`src/rtl/pwm_duty_meter.sv`:
```
// PWM duty meter: samples an asynchronous PWM line, measures period and high time, and reports a 4-bit duty level.
// Optional input glitch filter is enabled with `define PWM_METER_FILTER_EN.
module pwm_duty_meter #(
    parameter int CW         = 16,
    parameter int TIMEOUT    = 50000,
    parameter int FILTER_LEN = 4
) (
    input  logic          clk,
    input  logic          rst,
    input  logic          pwm_in,
    output logic [3:0]    duty,
    output logic [CW-1:0] period,
    output logic          valid,
    output logic          stuck
);

    typedef enum logic [1:0] {
        IDLE,
        MEASURE,
        DIVIDE
    } state_t;

    localparam logic [CW-1:0] CNT_MAX   = '1;
    localparam logic [CW-1:0] CNT_ONE   = CW'(1);
    localparam logic [CW-1:0] TMO_LIMIT = CW'(TIMEOUT);
    localparam logic [CW-1:0] TMO_LAST  = CW'(TIMEOUT - 1);

    // ------------------------------------------------------------------
    // Input synchronizer and optional stability filter
    // ------------------------------------------------------------------
    logic sync1_q;
    logic sync2_q;
    logic s;
    logic s_dly_q;
    logic rise;

    // NOTE: reset every flop here, including the synchronizer, so no X reaches the edge detector.
    always_ff @(posedge clk or posedge rst) begin
        if (rst) begin
            sync1_q <= 1'b0;
            sync2_q <= 1'b0;
        end else begin
            sync1_q <= pwm_in;
            sync2_q <= sync1_q;
        end
    end

`ifdef PWM_METER_FILTER_EN
    localparam int FW = $clog2(FILTER_LEN + 1);
    localparam logic [FW-1:0] FLT_LAST = FW'(FILTER_LEN - 1);

    logic          filt_q;
    logic [FW-1:0] flt_cnt_q;

    // The accepted level only follows the synchronizer after FILTER_LEN consecutive disagreeing samples.
    always_ff @(posedge clk or posedge rst) begin
        if (rst) begin
            filt_q    <= 1'b0;
            flt_cnt_q <= '0;
        end else if (sync2_q == filt_q) begin
            flt_cnt_q <= '0;
        end else if (flt_cnt_q == FLT_LAST) begin
            filt_q    <= sync2_q;
            flt_cnt_q <= '0;
        end else begin
            flt_cnt_q <= flt_cnt_q + 1'b1;
        end
    end

    assign s = filt_q;
`else
    assign s = sync2_q;
`endif

    always_ff @(posedge clk or posedge rst) begin
        if (rst) begin
            s_dly_q <= 1'b0;
        end else begin
            s_dly_q <= s;
        end
    end

    assign rise = s & ~s_dly_q;

    // ------------------------------------------------------------------
    // Measurement, divider and result registers
    // ------------------------------------------------------------------
    state_t          state_q,   state_d;
    logic [CW-1:0]   per_cnt_q, per_cnt_d;
    logic [CW-1:0]   hi_cnt_q,  hi_cnt_d;
    logic [CW-1:0]   idle_cnt_q, idle_cnt_d;
    logic [CW-1:0]   p_q,       p_d;
    logic [CW-1:0]   r_q,       r_d;
    logic [3:0]      q_q,       q_d;
    logic [1:0]      div_cnt_q, div_cnt_d;
    logic            pend_q,    pend_d;
    logic [3:0]      duty_q,    duty_d;
    logic [CW-1:0]   period_q,  period_d;
    logic            valid_q,   valid_d;
    logic            stuck_q,   stuck_d;

    logic [CW-1:0]   per_inc;
    logic [CW-1:0]   hi_inc;
    logic [CW:0]     r_dbl;
    logic [CW:0]     r_sub;
    logic            timeout_hit;

    assign per_inc     = (per_cnt_q == CNT_MAX) ? per_cnt_q : per_cnt_q + 1'b1;
    assign hi_inc      = (hi_cnt_q  == CNT_MAX) ? hi_cnt_q  : hi_cnt_q  + 1'b1;
    assign r_dbl       = {r_q, 1'b0};
    assign r_sub       = r_dbl - {1'b0, p_q};
    assign timeout_hit = ~rise && (idle_cnt_q == TMO_LAST);

    always_ff @(posedge clk or posedge rst) begin
        if (rst) begin
            state_q    <= IDLE;
            per_cnt_q  <= '0;
            hi_cnt_q   <= '0;
            idle_cnt_q <= '0;
            p_q        <= '0;
            r_q        <= '0;
            q_q        <= '0;
            div_cnt_q  <= '0;
            pend_q     <= 1'b0;
            duty_q     <= '0;
            period_q   <= '0;
            valid_q    <= 1'b0;
            stuck_q    <= 1'b0;
        end else begin
            // NOTE: sequential state is updated with non-blocking assignments only, so every flop
            // samples the values computed in the previous cycle regardless of statement order.
            state_q    <= state_d;
            per_cnt_q  <= per_cnt_d;
            hi_cnt_q   <= hi_cnt_d;
            idle_cnt_q <= idle_cnt_d;
            p_q        <= p_d;
            r_q        <= r_d;
            q_q        <= q_d;
            div_cnt_q  <= div_cnt_d;
            pend_q     <= pend_d;
            duty_q     <= duty_d;
            period_q   <= period_d;
            valid_q    <= valid_d;
            stuck_q    <= stuck_d;
        end
    end

    always_comb begin
        // NOTE: every signal driven here gets a default first; a missing branch would otherwise infer a latch.
        state_d    = state_q;
        per_cnt_d  = per_cnt_q;
        hi_cnt_d   = hi_cnt_q;
        idle_cnt_d = idle_cnt_q;
        p_d        = p_q;
        r_d        = r_q;
        q_d        = q_q;
        div_cnt_d  = div_cnt_q;
        pend_d     = pend_q;
        duty_d     = duty_q;
        period_d   = period_q;
        valid_d    = 1'b0;
        stuck_d    = stuck_q;

        if (rise) begin
            idle_cnt_d = '0;
            stuck_d    = 1'b0;
        end else if (idle_cnt_q < TMO_LIMIT) begin
            idle_cnt_d = idle_cnt_q + 1'b1;
        end

        // Result of the divide that finished last cycle.
        if (pend_q) begin
            duty_d   = q_q;
            period_d = p_q;
            valid_d  = 1'b1;
            pend_d   = 1'b0;
        end

        case (state_q)
            IDLE: begin
                if (rise) begin
                    state_d   = MEASURE;
                    per_cnt_d = CNT_ONE;
                    hi_cnt_d  = CNT_ONE;
                end
            end

            MEASURE: begin
                per_cnt_d = per_inc;
                if (s) begin
                    hi_cnt_d = hi_inc;
                end
                if (rise) begin
                    p_d       = per_cnt_q;
                    r_d       = hi_cnt_q;
                    q_d       = '0;
                    div_cnt_d = '0;
                    per_cnt_d = CNT_ONE;
                    hi_cnt_d  = CNT_ONE;
                    state_d   = DIVIDE;
                end
            end

            DIVIDE: begin
                // A rise here restarts the period being measured; the divide in flight is unaffected.
                per_cnt_d = per_inc;
                if (s) begin
                    hi_cnt_d = hi_inc;
                end
                if (rise) begin
                    per_cnt_d = CNT_ONE;
                    hi_cnt_d  = CNT_ONE;
                end

                if (r_dbl >= {1'b0, p_q}) begin
                    r_d = r_sub[CW-1:0];
                    q_d = {q_q[2:0], 1'b1};
                end else begin
                    r_d = r_dbl[CW-1:0];
                    q_d = {q_q[2:0], 1'b0};
                end
                div_cnt_d = div_cnt_q + 1'b1;

                if (div_cnt_q == 2'd3) begin
                    state_d = MEASURE;
                    pend_d  = 1'b1;
                end
            end

            default: begin
                state_d = IDLE;
            end
        endcase

        // Stuck line overrides everything, including a result still in flight.
        if (timeout_hit) begin
            stuck_d  = 1'b1;
            duty_d   = s ? 4'd15 : 4'd0;
            period_d = '0;
            valid_d  = 1'b1;
            pend_d   = 1'b0;
            state_d  = IDLE;
        end
    end

    assign duty   = duty_q;
    assign period = period_q;
    assign valid  = valid_q;
    assign stuck  = stuck_q;

endmodule

```
`config.mk`:
```
export PLATFORM = sky130hd
export DESIGN_NAME = pwm_duty_meter
export DESIGN_NICKNAME = d
export VERILOG_FILES = /design/src/rtl/pwm_duty_meter.sv
export SDC_FILE = /design/constraint.sdc
export NUM_CORES = 1
export LEC_CHECK = 0
export ABC_CLOCK_PERIOD_IN_PS = 5400
export CORE_MARGIN = 4
export CORE_UTILIZATION = 35
export CTS_CLUSTER_SIZE = 40
export DETAILED_ROUTE_END_ITERATION = 8
export GPL_TIMING_DRIVEN = 1
export PLACE_DENSITY = 0.49
export REMOVE_ABC_BUFFERS = 1
export SLEW_MARGIN = 10
export SYNTH_ARGS = -nofsm -noshare
export SYNTH_HDL_FRONTEND = slang
export SYNTH_SLANG_ARGS = --single-unit
```
`constraint.sdc`:
```
create_clock -name clk -period 5.4 [get_ports clk]
set_clock_uncertainty 0.05 [all_clocks]
set_input_delay 1.62 -clock clk [delete_from_list [all_inputs] [get_ports clk]]
set_output_delay 1.62 -clock clk [all_outputs]
set_load 0.02 [all_outputs]
```
==> results.yml, run 1 <==
pwr:
  peakVddDrop_v: 0.0002799
  clockPowerShare: 0.273
  p_switching_mw: 1.850
  swShare: 0.4115
  internal-power_mw: 2.646
  p_leak_nw: 3.246
  p_per_area_mw_per_mm2: 602.0
  power_frac_comb: 0.487
  p_seq_frac: 0.240
timing:
  maxSlewViolCount: 0
  hold_viol_final: 0
  finalSetupViolCount: 0
  max-slew-margin-rel: 0.2714
  fin_ws_ps: 2265
  fmax_mhz: 319.0
  finalCriticalPeriod_ps: 3135
  worst_pin_slew_ps: 1090
  totalNegativeSetupSlack_ps: 0
  rsz0062_at_grt: "false"
  period_share: 0.5806
synthesis:
  synth-adder-area-share: 0.05022
  yosys-mux-area-fraction: 0.07179
  ys_ff_latch: 114
  synth_top_area_cell: "dfrtp_1"
  synth_top_family_by_area: "simple AND/OR/NAND/NOR gates"
  netlist_area_sq_mm: 0.006379
  synth_xor_area_frac: 0.04943
  syn_inst: 681
  yosysTopAreaCellShare: 0.4472
  synth_warnings: 0
  synth_cell_types: 59
  async_flop_share: 1.000
  synth_ff_type: "dfrtp_1"
  synth-simple-area-share: 0.1965
  syn_avg_cell_area_sq_um: 9.367
  seq_area_frac_synth: 0.4472
  synth_compound_area_frac: 0.1436
  synth-edff-count: 0
  ys_top_cells_by_area: "dfrtp_1 45%, ha_1 4.7%, mux2i_1 4.7%, nor2_1 4.4%, nand2_1 3.8%"
finish:
  final_common_cell: "dfrtp_1"
  drive_above_1_share: 0.08169
  area_growth_syn_to_layout_pct: 17.07
  n_antenna_cell: 0
  final_util: 0.4157
  most-common-layout-cells: "114 x dfrtp_1, 74 x nor2_1, 64 x nand2_1"
  final_area_sq_mm: 0.007467
  final-seq-area_sq_mm: 0.002853
  multi_input_area_sq_mm: 0.003276
  fillers: 1734
  num-nets-final: 725
worst_setup_path:
  start_kind: "flip-flop"
  worstPathBufferInverterCount: 1
  required_ps: 3730
  endpoint_kind: "primary output"
  slowest_delay_ps: 640
  worstPathMaxFanout: 2
  rr_endpoint: "r_q[1]"
  crit_arrival_ps: 1470
  crit_chain: "clkdlybuf4s50_1"
  rrSetupSlack_ps: 2450
  r2r_start: "p_q[10]"
  r2r_cells: 8
  worst_path_max_delay_cell: "clkdlybuf4s50_1"
  setup.worst_path.class: "reg2out"
  path_delay_family: "buffers and inverters"
placed_design:
  hpwl_mm: 11.54
  place_area_sq_mm: 0.006824
  routabilityCongestion: 0.8822
  place_ws_ps: 2480
  io_buffers: 24
global_routing:
  grt_max_degree: 115
  overflow: 0
  grt_pass1_wl_mm: 27.25
  grt_util_all_layers: 0.1706
  grt_pass1_vias: 5016
  antenna_found_initial: 0
routing:
  drc: 0
  num_vias: 5053
  ant_nets: 0
  postRouteWirelength_mm: 16.41
  wl_per_cell_microns: 17.47
  via_per_inst: 5.381
  drt_pass1_iterations: 5
  drt_iter0_drc: 316
cts:
  ctsRootBufferMaster: "clkbuf_16"
  cts_setup_buffers: 0
  holdBufCountCts: 0
  clk_path_buf_depth: 2
  h-tree-depth: 4
  cts.sinks: 114
  cts_tree: "done"
  cts_buffers: 17
  clock_latency_ps: 420
  path_clk_slew_ps: 60
  cts_resized: 0
floorplanning:
  die_h_microns: 143
  io_pins: 25
  rows: 49
  fp.dieW_microns: 143
  start_util: 0.3551
  die_area_sq_mm: 0.02045
  core-area_sq_mm: 0.01796
hold_path:
  worst_hold_path.num_cells: 0
  hold_path_class: "reg2reg"
  holdPathEnd: "s"
  hp-start: "sync1_q"
status:
  outcome: "completed"
run:
  drv_cap: 0
power groups by stage:
stage | clock, mW | combinational [mW] | sequential [mW]
after floorplan | 0 | 1.62 | 1.06
after global placement | 0 | 2.16 | 1.09
after detailed placement | 0 | 2.17 | 1.09
after CTS | 1.25 | 2.19 | 1.08
after global routing | 1.30 | 2.41 | 1.10
final | 1.23 | 2.19 | 1.08
area by class of cell:
class,instances,area share
Multi-Input combinational cell,506,0.4387
Timing Repair Buffer,31,0.04088
Tap cell,229,0.03837
Inverter,27,0.01391
Sequential cell,114,0.3820
Clock inverter,11,0.02446
Clock buffer,21,0.06166
cells in the mapped netlist, types with 6 or more instances:
master	number
mux2_2	14
and2_1	9
nand4_1	16
dfrtp_1	114
a31oi_1	7
ha_1	24
o21ai_0	31
o31ai_1	7
xor2_1	18
nand2_1	64
xnor2_1	18
nand3_1	21
o21ai_1	19
or3_1	9
nand2b_1	6
buf_2	8
nor3b_1	12
a21o_1	11
mux2i_1	30
inv_1	27
and3_1	10
a21oi_1	38
clkbuf_1	21
nor4_1	9
nor2_1	74
nor3_1	12
metal layers:
metal,wire (microns),up-vias,track usage
met5,0,-,0
met4,366,0,0.06553
met3,397,25,0.03382
met2,7531,73,0.2574
met1,8113,2504,0.2420
li1,-,2451,-
through the flow:
stage | hold WS (ps) | power (mW) | std cells
final | 287.6 | 4.495 | 939
after detailed placement | 285.5 | 3.266 | 907
after floorplan | 281.2 | 2.676 | 647
after global placement | 292.2 | 3.252 | 907
after global routing | 301.6 | 4.812 | 939
after CTS | 291.5 | 4.522 | 939
worst max path at each step:
stage	startpoint	endpoint	slack, ps	depth (start not counted)
detailed placement	p_q[3]	r_q[1]	2480	8
global placement	p_q[2]	r_q[1]	2540	8
global route	period[10]	period[10]	2240	1
finish	period[13]	period[13]	2260	1
floorplan	rst	div_cnt_q[0]	710	1
CTS	period[10]	period[10]	2250	1
registers in the layout (all words and copies together) (netlist names), 2 cells and up:
register	flops
hi_cnt_q	16
idle_cnt_q	16
p_q	16
per_cnt_q	16
period	16
r_q	16
duty	4
q_q	4
div_cnt_q	2
state_q	2
worst reg2reg max path, cell delays in order, from the launching register on:
cell      delay [ps]
dfrtp_1          360
inv_1             50
ha_1             400
a21oi_1          280
o21ai_0          300
o21ai_1          290
o211ai_2         490
mux2i_1          250
a221o_1          350
cell families (layout without fill, tap and decap cells):
logic type | Yosys count | after routing
fa+ha+maj | 25 | 25
simple gates | 256 | 256
compound gates | 145 | 145
flops | 114 | 114
buf+inv | 61 | 90
mux | 44 | 44
xor+xnor | 36 | 36
No activity file was read; power rests on OpenSTA's default activity.
==> run 2: changes to the inputs <==
--- a/config.mk
+++ b/config.mk
@@ -5,13 +5,13 @@
 export SDC_FILE = /design/constraint.sdc
 export NUM_CORES = 1
 export LEC_CHECK = 0
-export ABC_CLOCK_PERIOD_IN_PS = 5400
+export ABC_CLOCK_PERIOD_IN_PS = 2500
 export CORE_MARGIN = 4
 export CORE_UTILIZATION = 35
 export CTS_CLUSTER_SIZE = 40
 export DETAILED_ROUTE_END_ITERATION = 8
 export GPL_TIMING_DRIVEN = 1
-export PLACE_DENSITY = 0.49
+export PLACE_DENSITY = 0.51
 export REMOVE_ABC_BUFFERS = 1
 export SLEW_MARGIN = 10
 export SYNTH_ARGS = -nofsm -noshare
==> constraint.sdc (replaced) <==
create_clock -name clk -period 2.5 [get_ports clk]
set_clock_uncertainty 0.05 [all_clocks]
set_input_delay 0.75 -clock clk [delete_from_list [all_inputs] [get_ports clk]]
set_output_delay 0.75 -clock clk [all_outputs]
set_load 0.02 [all_outputs]
==> run 2 against run 1 <==
Non-clock buffer count grew 28. Total power grew 130%. Flip-flop and latch count is the same. Utilization grew 1.2 points. Critical path type is now reg2reg. Final cell count grew 2.9%. Largest cell class unchanged. Combinational power grew to 2.5 times the previous value. Routed wire length grew 0.24%.
==> results.yml, run 2 (synthesis results as in run 1) <==
status:
  outcome: "completed"
worst_setup_path:
  setup.worst_path.class: "reg2reg"
  r2r_cells: 9
  crit_arrival_ps: 2620
  worstPathMaxFanout: 11
  endpoint_kind: "flip-flop"
  start_kind: "flip-flop"
  required_ps: 2740
routing:
  num_vias: 5183
  wl_per_cell_microns: 17.03
  drt_pass1_iterations: 5
  wl_met3_microns: 607
  via_per_inst: 5.365
  drt_iter0_drc: 295
  wl_met2_mm: 7.648
  ant_nets: 0
  postRouteWirelength_mm: 16.45
  wirelength_met1_mm: 7.900
  drc: 0
  routed.top_layer: "met4"
pwr:
  finalPower_mw: 10.16
  p_leak_nw: 3.346
  swShare: 0.4219
  clockPowerShare: 0.229
  peakVddDrop_v: 0.0006752
  p_switching_mw: 4.286
  power_frac_comb: 0.541
  p_per_area_mw_per_mm2: 1322
  p_seq_frac: 0.230
  internal-power_mw: 5.872
floorplanning:
  core-area_sq_mm: 0.01796
  start_util: 0.3551
  io_pins: 25
  die_h_microns: 143
  die_area_sq_mm: 0.02045
  rows: 49
  fp.dieW_microns: 143
cts:
  cts_setup_buffers: 0
  h-tree-depth: 4
  holdBufCountCts: 0
  cts.sinks: 114
  cts_tree: "done"
  ctsRootBufferMaster: "clkbuf_16"
  clock_latency_ps: 420
  path_clk_slew_ps: 60
  cts_buffers: 17
  clk_path_buf_depth: 2
finish:
  n_antenna_cell: 0
  final_util: 0.4276
  area_growth_syn_to_layout_pct: 20.42
  final-seq-area_sq_mm: 0.002853
  multi_input_area_sq_mm: 0.003317
  drive_above_1_share: 0.1289
  fillers: 1732
  most-common-layout-cells: "114 x dfrtp_1, 74 x nor2_1, 64 x nand2_1"
  num-nets-final: 753
  final_common_cell: "dfrtp_1"
timing:
  period_share: 0.9516
  maxSlewViolCount: 0
  worst_hold_slack_ps: 296.3
  fmax_mhz: 420.3
  max-slew-margin-rel: 0.5975
  fin_ws_ps: 120.9
  finalSetupViolCount: 0
  finalCriticalPeriod_ps: 2379
  worst_pin_slew_ps: 603.7
  hold_viol_final: 0
  totalNegativeSetupSlack_ps: 0
hold_path:
  worst_hold_path.num_cells: 0
  hold_path_class: "reg2reg"
placed_design:
  hpwl_mm: 11.81
  place_ws_ps: 1.001
  routabilityCongestion: 0.9049
  io_buffers: 24
global_routing:
  grt_max_degree: 49
  grt_util_all_layers: 0.1701
  overflow: 0
  grt_pass1_vias: 5182
  grt_pass1_wl_mm: 27.40
  antenna_found_initial: 0
run:
  drv_cap: 0
==> run 2: final timing paths <==
kind	endpoint	slack (ps)	from
worst min register to register	s	300	sync1_q
worst min-delay path	s	300	sync1_q
worst max register to register	r_q[12]	120	p_q[15]
max in group asynchronous	per_cnt_q[4]	1260	rst
min in group asynchronous	idle_cnt_q[8]	580	rst
worst max-delay path	r_q[12]	120	p_q[15]
==> run 2: layout make-up <==
type | instances | share of cell area
multi-input combinational | 506 | 0.4318
clock buffer | 20 | 0.05946
inverter | 27 | 0.01352
clock inverter | 11 | 0.01401
sequential | 114 | 0.3714
tap | 229 | 0.03730
timing repair buffer | 59 | 0.07249
==> run 2: power by group through the flow <==
stage	Clock [mW]	Sequential, mW	Combinational (mW)
floorplan	0	2.29	3.49
global placement	0	2.36	5.17
detailed placement	0	2.37	5.20
CTS	2.38	2.34	5.25
global route	2.47	2.38	5.98
finish	2.32	2.34	5.49
==> run 2: per-stage QoR <==
step                      std cells  cell area (sq um)
after floorplan                 647               6217
after global placement          935               7072
after detailed placement        935               7072
after CTS                       966               7641
after global routing            966               7681
final                           966               7681
==> run 2: routing by layer <==
metal,vias up,track usage
li1,2506,-
met1,2535,0.2352
met2,118,0.2624
met3,24,0.03952
met4,0,0.06003
met5,-,0
==> run 2: timing repair <==
action,in CTS,in global routing
pin swaps,0,2
setup endpoints to repair,1,16
gates resized for setup,1,12
==> run 2: critical path, cell delays in order (launching register included) <==
cell,delay [ps]
dfrtp_1,420
inv_1,70
ha_2,370
and4b_4,280
nand2_1,80
o31a_1,320
o211ai_2,150
buf_12,180
o2111a_1,230
o21ai_1,80
==> run 3: changes to the inputs <==
--- a/config.mk
+++ b/config.mk
@@ -6,7 +6,7 @@
 export NUM_CORES = 1
 export LEC_CHECK = 0
 export ABC_CLOCK_PERIOD_IN_PS = 2500
-export CORE_MARGIN = 4
+export CORE_MARGIN = 5
 export CORE_UTILIZATION = 35
 export CTS_CLUSTER_SIZE = 40
 export DETAILED_ROUTE_END_ITERATION = 8
==> constraint.sdc (replaced) <==
create_clock -name clk -period 2.5 [get_ports clk]
set_clock_uncertainty 0.05 [all_clocks]
set_input_delay 0.75 -clock clk [delete_from_list [all_inputs] [get_ports clk]]
set_output_delay 0.75 -clock clk [all_outputs]
set_load 0.005 [all_outputs]
==> run 3 against run 2 <==
Cell area grew 0.78%. Maximum frequency shrank 0.88%. Die area grew 2.8%. Total power grew 1.3%. Flip-flop and latch count is the same. Sequential share of layout area shrank 0.29 points. Largest cell class unchanged. Highest routed layer unchanged.
==> results.yml, run 3 (synthesis results as in run 1) <==
finish:
  final_common_cell: "dfrtp_1"
  stdcell_count: 971
  area_growth_syn_to_layout_pct: 21.36
  drive_above_1_share: 0.1361
  final_area_sq_mm: 0.007741
  n_antenna_cell: 0
  most-common-layout-cells: "114 x dfrtp_1, 74 x nor2_1, 64 x nand2_1"
  num-nets-final: 757
floorplanning:
  die_area_sq_mm: 0.02103
  rows: 49
  fp.dieW_microns: 145
  io_pins: 25
  core-area_sq_mm: 0.01796
  die_h_microns: 145
  start_util: 0.3551
worst_setup_path:
  worstPathBufferInverterCount: 1
  worstPathMaxFanout: 9
  r2r_cells: 8
  endpoint_kind: "flip-flop"
  crit_chain: "ha_2 -> and4_1 -> nand2_1 -> o31a_1 -> o211ai_4 -> buf_4 -> nand4b_1 -> o221ai_1"
  required_ps: 2780
  start_kind: "flip-flop"
  crit_arrival_ps: 2680
  rrSetupSlack_ps: 100
  worst_path_max_delay_cell: "dfrtp_1"
  slowest_delay_ps: 430
  setup.worst_path.class: "reg2reg"
  r2r_start: "r_q[11]"
  path_delay_family: "compound AO/OA/AOI/OAI gates"
  rr_endpoint: "r_q[11]"
placed_design:
  io_buffers: 24
  place_area_sq_mm: 0.007094
  hpwl_mm: 12.02
  routabilityCongestion: 0.8848
  dp_cells: 938
global_routing:
  grt_pass1_vias: 5281
  grt_pass1_wl_mm: 27.86
  grt_max_degree: 51
  grt_util_all_layers: 0.1620
  overflow: 0
  antenna_found_initial: 0
cts:
  holdBufCountCts: 0
  clk_path_buf_depth: 2
  cts_tree: "done"
  clock_latency_ps: 420
  path_clk_slew_ps: 60
  cts_buffers: 17
  h-tree-depth: 4
  cts.sinks: 114
  ctsRootBufferMaster: "clkbuf_16"
timing:
  rsz0062_at_grt: "true"
  maxSlewViolCount: 0
  hold_viol_final: 0
  worst_pin_slew_ps: 585.3
  fmax_mhz: 416.6
  period_share: 0.9601
  max-slew-margin-rel: 0.6015
  worst_hold_slack_ps: 297.1
  finalSetupViolCount: 0
  finalCriticalPeriod_ps: 2400
routing:
  drt_pass1_iterations: 4
  postRouteWirelength_mm: 16.49
  drt_iter0_drc: 224
  num_vias: 5152
  wl_per_cell_microns: 16.99
  ant_nets: 0
  via_per_inst: 5.306
  drc: 0
pwr:
  p_leak_nw: 3.377
  p_per_area_mw_per_mm2: 1329
  finalPower_mw: 10.29
  peakVddDrop_v: 0.0007401
status:
  outcome: "completed"
hold_path:
  hp-start: "sync1_q"
  holdPathEnd: "s"
  worst_hold_path.num_cells: 0
  hold_path_class: "reg2reg"
run:
  drv_cap: 0
## run 3: cell count changes in the layout (fill, tap and decap cells not counted), moves of 2 or more
cell | before | now
buf_4 | 30 | 34
clkbuf_8 | 2 | 0
clkinv_4 | 3 | 5
clkinvlp_4 | 5 | 3
ha_1 | 22 | 20
ha_2 | 2 | 4
inv_6 | 1 | 3
## run 3: report_power, final
part           internal (mW)  switching, mW
clock                   1.48          0.942
combinational           2.41           3.12
sequential              2.09          0.256
total                   5.97           4.32
## run 3: worst reg2reg max path: cells and delay by family (launching register included)
kind | cells | cell delay (ps)
flops | 1 | 430
simple gates | 3 | 500
compound gates | 3 | 700
buf+inv | 1 | 210
fa+ha+maj | 1 | 440
## run 3: how the worst max path moves through the flow
stage | to | slack [ps] | depth (start not counted) | start
2_1_floorplan | div_cnt_q[0] | -1320 | 1 | rst
3_3_place_gp | r_q[14] | -2 | 7 | p_q[1]
3_5_place_dp | r_q[14] | 20 | 7 | p_q[1]
4_1_cts | r_q[14] | 10 | 7 | p_q[1]
5_1_grt | r_q[14] | -6 | 8 | p_q[5]
6_report | r_q[11] | 100 | 8 | r_q[11]
## run 3: timing repair
item,CTS,global route
setup endpoints to repair,0,12
setup buffers,0,1
endpoints found under the hold margin,0,0
gates resized for setup,0,14
## run 3: cell type report
type | instances | area [sq um]
clock buffer | 18 | 429.2
tap | 229 | 286.5
fill | 1732 | 10220
clock inverter | 14 | 157.7
inverter | 27 | 103.9
sequential | 114 | 2853
multi-input combinational | 506 | 3324
timing repair buffer | 63 | 586.8
## run 3: routing by layer
metal | up-vias | global-route usage | wire (microns)
li1 | 2527 | - | -
met1 | 2522 | 0.2230 | 7965
met2 | 86 | 0.2588 | 7870
met3 | 17 | 0.03555 | 504
met4 | 0 | 0.04379 | 153
met5 | - | 0 | 0
## run 3: metrics by stage
step / TNS, ps / setup WS [ps] / util
2_1_floorplan: -164580 / -1316 / -
3_3_place_gp: -1.977 / -1.977 / 0.3949
3_5_place_dp: 0 / 22.21 / 0.3949
4_1_cts: 0 / 12.94 / 0.4276
5_1_grt: -6.392 / -6.392 / 0.4309
6_report: 0 / 99.73 / 0.4309
